`src/rtl/fifo_sample_reader_pkg.sv`:
```
// Shared audio-path definitions: reader state encoding and underrun counter sizing.
package fifo_sample_reader_pkg;

  localparam logic [1:0] st_prime_code   = 2'd0;
  localparam logic [1:0] st_ready_code   = 2'd1;
  localparam logic [1:0] st_capture_code = 2'd2;

  typedef enum logic [1:0] {
    st_prime   = st_prime_code,
    st_ready   = st_ready_code,
    st_capture = st_capture_code
  } reader_state_t;

  localparam int unsigned count_width = 16;
  localparam logic [count_width-1:0] count_max = '1;

endpackage

```
`src/rtl/fifo_sample_reader.sv`:
```
// Pulls one sample from the playback FIFO per sample tick and hands it to the DAC path,
// substituting silence while priming or on underrun.
//
// state      | meaning
// -----------+-------------------------------------------------------------
// st_prime   | waiting for enable and fill >= start_level; ticks give silence
// st_ready   | primed; a tick issues a FIFO read (or an underrun if empty)
// st_capture | FIFO read data valid this cycle; latch it into sample_out
module fifo_sample_reader
  import fifo_sample_reader_pkg::*;
#(
  parameter int data_width    = 16,
  parameter int address_width = 4,
  parameter int start_level   = 8
) (
  input  logic                          r_clk,
  input  logic                          reset,
  input  logic                          enable,
  input  logic                          sample_tick,
  input  logic signed [data_width-1:0]  fifo_data_out,
  input  logic                          fifo_empty,
  input  logic [address_width-1:0]      fifo_data_fill,
  output logic                          fifo_rd_en,
  output logic signed [data_width-1:0]  sample_out,
  output logic                          sample_valid,
  output logic                          underrun,
  output logic                          missed_tick,
  output logic [count_width-1:0]        underrun_count
);

  localparam logic [address_width-1:0] start_fill = address_width'(start_level);

  reader_state_t          state;
  logic [count_width-1:0] underrun_cnt;
  logic                   level_ok;
  logic                   fetch;

  assign level_ok       = fifo_data_fill >= start_fill;
  assign fetch          = (state == st_ready) && enable && sample_tick && !fifo_empty;
  // Gated by reset so a read can never be issued while the block is being cleared.
  assign fifo_rd_en     = fetch && !reset;
  assign underrun_count = underrun_cnt;

  always_ff @(posedge r_clk) begin
    if (reset) begin
      state        <= st_prime;
      sample_out   <= '0;
      sample_valid <= 1'b0;
      underrun     <= 1'b0;
      missed_tick  <= 1'b0;
      underrun_cnt <= '0;
    end else begin
      sample_valid <= 1'b0;
      underrun     <= 1'b0;
      missed_tick  <= 1'b0;
      case (state)
        st_prime: begin
          if (sample_tick) begin
            sample_out   <= '0;
            sample_valid <= 1'b1;
          end
          if (enable && level_ok) state <= st_ready;
        end
        st_ready: begin
          if (!enable) begin
            if (sample_tick) begin
              sample_out   <= '0;
              sample_valid <= 1'b1;
            end
            state <= st_prime;
          end else if (sample_tick && fifo_empty) begin
            sample_out   <= '0;
            sample_valid <= 1'b1;
            underrun     <= 1'b1;
            if (underrun_cnt != count_max) underrun_cnt <= underrun_cnt + count_width'(1);
            state        <= st_prime;
          end else if (sample_tick) begin
            state <= st_capture;
          end
        end
        st_capture: begin
          // A tick here cannot start another fetch; it is only flagged.
          sample_out   <= fifo_data_out;
          sample_valid <= 1'b1;
          missed_tick  <= sample_tick;
          state        <= enable ? st_ready : st_prime;
        end
        default: state <= st_prime;
      endcase
    end
  end

endmodule

```
`config.mk`:
```
export PLATFORM = sky130hd
export DESIGN_NAME = fifo_sample_reader
export DESIGN_NICKNAME = d
export VERILOG_FILES = /design/src/rtl/fifo_sample_reader_pkg.sv /design/src/rtl/fifo_sample_reader.sv
export SDC_FILE = /design/constraint.sdc
export NUM_CORES = 1
export LEC_CHECK = 0
export BUFFER_PORTS_ARGS = -buffer_cell sky130_fd_sc_hd__buf_2
export CAP_MARGIN = 20
export CORE_ASPECT_RATIO = 0.75
export CORE_MARGIN = 5
export CORE_UTILIZATION = 53
export CTS_BUF_LIST = sky130_fd_sc_hd__clkbuf_4 sky130_fd_sc_hd__clkbuf_8 sky130_fd_sc_hd__clkbuf_16
export DETAILED_ROUTE_END_ITERATION = 8
export PLACE_DENSITY = 0.84
export SLEW_MARGIN = 20
export SYNTH_ARGS = -nofsm -noshare
export SYNTH_HDL_FRONTEND = slang
export SYNTH_SLANG_ARGS = --single-unit
```
`constraint.sdc`:
```
create_clock -name r_clk -period 4.4 [get_ports r_clk]
set_clock_uncertainty 0.2 [all_clocks]
set_input_delay 0.44 -clock r_clk [delete_from_list [all_inputs] [get_ports r_clk]]
set_output_delay 0.44 -clock r_clk [all_outputs]
set_load 0.01 [all_outputs]
```
==> key figures <==
Clocking
  – Clock buffer count from CTS: 5
  – Worst-Skew Late Latency: 280 ps
  – CTS Buffer Depth: 2
  – Cts repair resizes: 0
  – CTS tree: done
  – Clock Sinks: 37
  – # hold bufs at CTS: 0
  – # H-tree levels: 2
  – Setup bufs post-CTS: 0
  – Clk root buf: clkbuf_8
  – Clock-pin slew on the worst setup and hold paths: 70 ps

Pwr
  – PD cells: 331 nW/µm²
  – Peak supply drop: 203 µV
  – Cell leakage power: 0.923 nW
  – Total power: 726 µW

Cells and area
  – Layout area overhead: 23.7%
  – Design Area, Final: 2190 µm²
  – Final core occ: 0.675
  – Layout cells sized above 1: 0.291
  – Final Instance Count excl. Fillers: 301
  – Antenna cells: 0
  – Final-stage net count: 291
  – Filler cells: 292

Critical path
  – Worst Path Required: 4370 ps
  – Worst R2R Setup Slack: 2080 ps
  – Kind of critical path: reg -> reg
  – Worst Path Arrival: 2290 ps
  – Worst Setup Start Kind: register
  – Nature of the critical path endpoint: register
  – Crit-path max FO: 7

Synthesis
  – Netlist Area Pre-Place: 1770 µm²
  – Syn Area/Cell: 8.59 µm²
  – Yosys warnings: 0
  – Async SR Flop Fraction: 0
  – Post-synth EDFFs: 0
  – #FFs+latches synth: 37
  – Area contributors post-synth: dfxtp_1, a21oi_1, o21ai_0, nand2_1, ha_1
  – Synth Flop Type: dfxtp_1
  – Register area share after synthesis: 0.418
  – Cells after Synth: 206
  – Mapped Nets: 237
  – Synth unique cells: 39
  – Biggest area consumer among synthesized cells: dfxtp_1
  – Yosys top cell area share: 0.418

Job
  – Max Cap Viol: 0

Floorplanning
  – Cell row count: 18
  – Die X: 76.7 µm
  – # IOs: 61
  – Core Box Area: 3240 µm²
  – Die area: 4610 µm²
  – Effective utilization at floorplan: 0.546
  – DIE HEIGHT: 60.1 µm

STA
  – Fin crit share: 0.528
  – Max Slew Vio Count: 0
  – Hold Slack: 188 ps
  – Fin Setup TNS: 0 ps
  – Slew at the pin closest to its max-slew limit: 989 ps
  – RSZ-0062 raised after global routing: false
  – Fmax: 430 MHz
  – Relative slew slack: 0.341
  – Final Hold Viols: 0
  – Final worst slack: 2080 ps
  – Crit path time final: 2320 ps
  – Setup Viol. Count Final: 0

GRT
  – Gr usage total: 0.178
  – Vias in the first global route: 1583
  – Initial antenna violation count: 0
  – Largest net degree at the start of global routing: 45
  – First-pass GRT wire length: 6680 µm
  – GRT overflow: 0

Placed design
  – Placed Area: 2060 µm²
  – RePlAce Congestion: 0.827
  – Placed Cells: 293
  – Port bufs: 57
  – Place WS: 2040 ps
  – DP Wirelength: 3010 µm

Routing
  – Routed WL: 4230 µm
  – DR DRC count: 0
  – Drt wl/cell: 14.1 µm
  – Vias: 1713
  – Vias per cell: 5.69
  – TritonRoute pass-1 iters: 4
  – Initial DRC count: 122
  – Post-route ant nets: 0

Status
  – Status: complete, no violations

Min path
  – HP Class: in -> reg
registers in the layout, summed over array words and instances (netlist names):
| register | count |
|---|---|
| sample_out | 16 |
| state | 2 |
| missed_tick | 1 |
| sample_valid | 1 |
| underrun | 1 |
| underrun_count | 16 |
critical path, stage by stage, from the launching register on:
cell	delay (ps)
dfxtp_1	360
inv_1	120
ha_1	300
and4_1	440
nand3_4	150
nor4_1	280
mux2_2	370
placed cells by master (no fill, tap or decap), types with 4 or more instances in the layout:
cell,Yosys,routed
a21oi_1,31,31
nand2b_1,4,4
dfxtp_1,37,37
nand2_1,21,21
inv_1,6,6
nor2b_1,4,4
nor2_1,12,12
nand3_1,7,7
ha_1,6,6
clkbuf_8,0,6
o21ai_0,17,17
buf_2,2,57
o31ai_1,5,5
nor3_1,5,5
mux2_2,4,4
worst paths after layout:
path              depth (start not counted)                  to             start
setup / recovery                          6  underrun_count[15]          state[1]
hold / removal                            3       sample_out[0]  fifo_data_out[0]
setup reg to reg                          6  underrun_count[15]          state[1]
hold reg to reg                           2       sample_out[0]     sample_out[0]
routing by layer:
metal / wire length (µm) / part of all wire / up-vias / track usage
met5: 0 / 0 / - / 0
met4: 29 / 0.0069 / 0 / 0.0499
met3: 238 / 0.056 / 4 / 0.0557
met2: 1990 / 0.47 / 52 / 0.301
met1: 1980 / 0.47 / 801 / 0.220
li1: - / - / 856 / -
area by class of cell:
class	count	area, µm²	share of cell area
Sequential cell	37	741	0.338
Inverter	6	22.5	0.0103
Multi-Input combinational cell	153	971	0.443
Timing Repair Buffer	57	285	0.130
Clock buffer	7	90.1	0.0411
Tap cell	40	50.0	0.0229
Clock inverter	1	30.0	0.0137
cells in the mapped netlist, types with 2 or more instances:
| cell type | number |
|---|---|
| dfxtp_1 | 37 |
| and3_1 | 2 |
| a21oi_1 | 31 |
| and4_1 | 3 |
| a2111oi_0 | 2 |
| clkbuf_1 | 6 |
| buf_4 | 2 |
| nor3b_1 | 2 |
| nand2b_1 | 4 |
| ha_1 | 6 |
| nand3_1 | 7 |
| o31ai_1 | 5 |
| and3b_1 | 2 |
| nor3_1 | 5 |
| nand4_1 | 3 |
| nand2_1 | 21 |
| inv_1 | 6 |
| nor2b_1 | 4 |
| o21ai_0 | 17 |
| or3_1 | 2 |
| mux2_2 | 4 |
| buf_2 | 2 |
| mux2i_1 | 3 |
| or4_1 | 3 |
| nor4_1 | 2 |
| nor2_1 | 12 |
kinds of logic (layout without fill, tap and decap cells):
group                    Yosys count  after routing  synth area share
multiplexers                       8              8            0.0488
adder cells (fa/ha/maj)            6              6            0.0424
flip-flops                        37             37             0.418
buffers and inverters             16             71            0.0396
AO/OA/AOI/OAI                     62             62             0.204
AND/OR/NAND/NOR                   77             77             0.247
where the power goes:
group	internal, mW	leakage (nW)	switching [mW]
clock network	0.191	0.0619	0.115
logic	0.0283	0.563	0.0469
registers	0.340	0.298	0.00506
total	0.559	0.923	0.167
(Power assumes the default switching activity.)
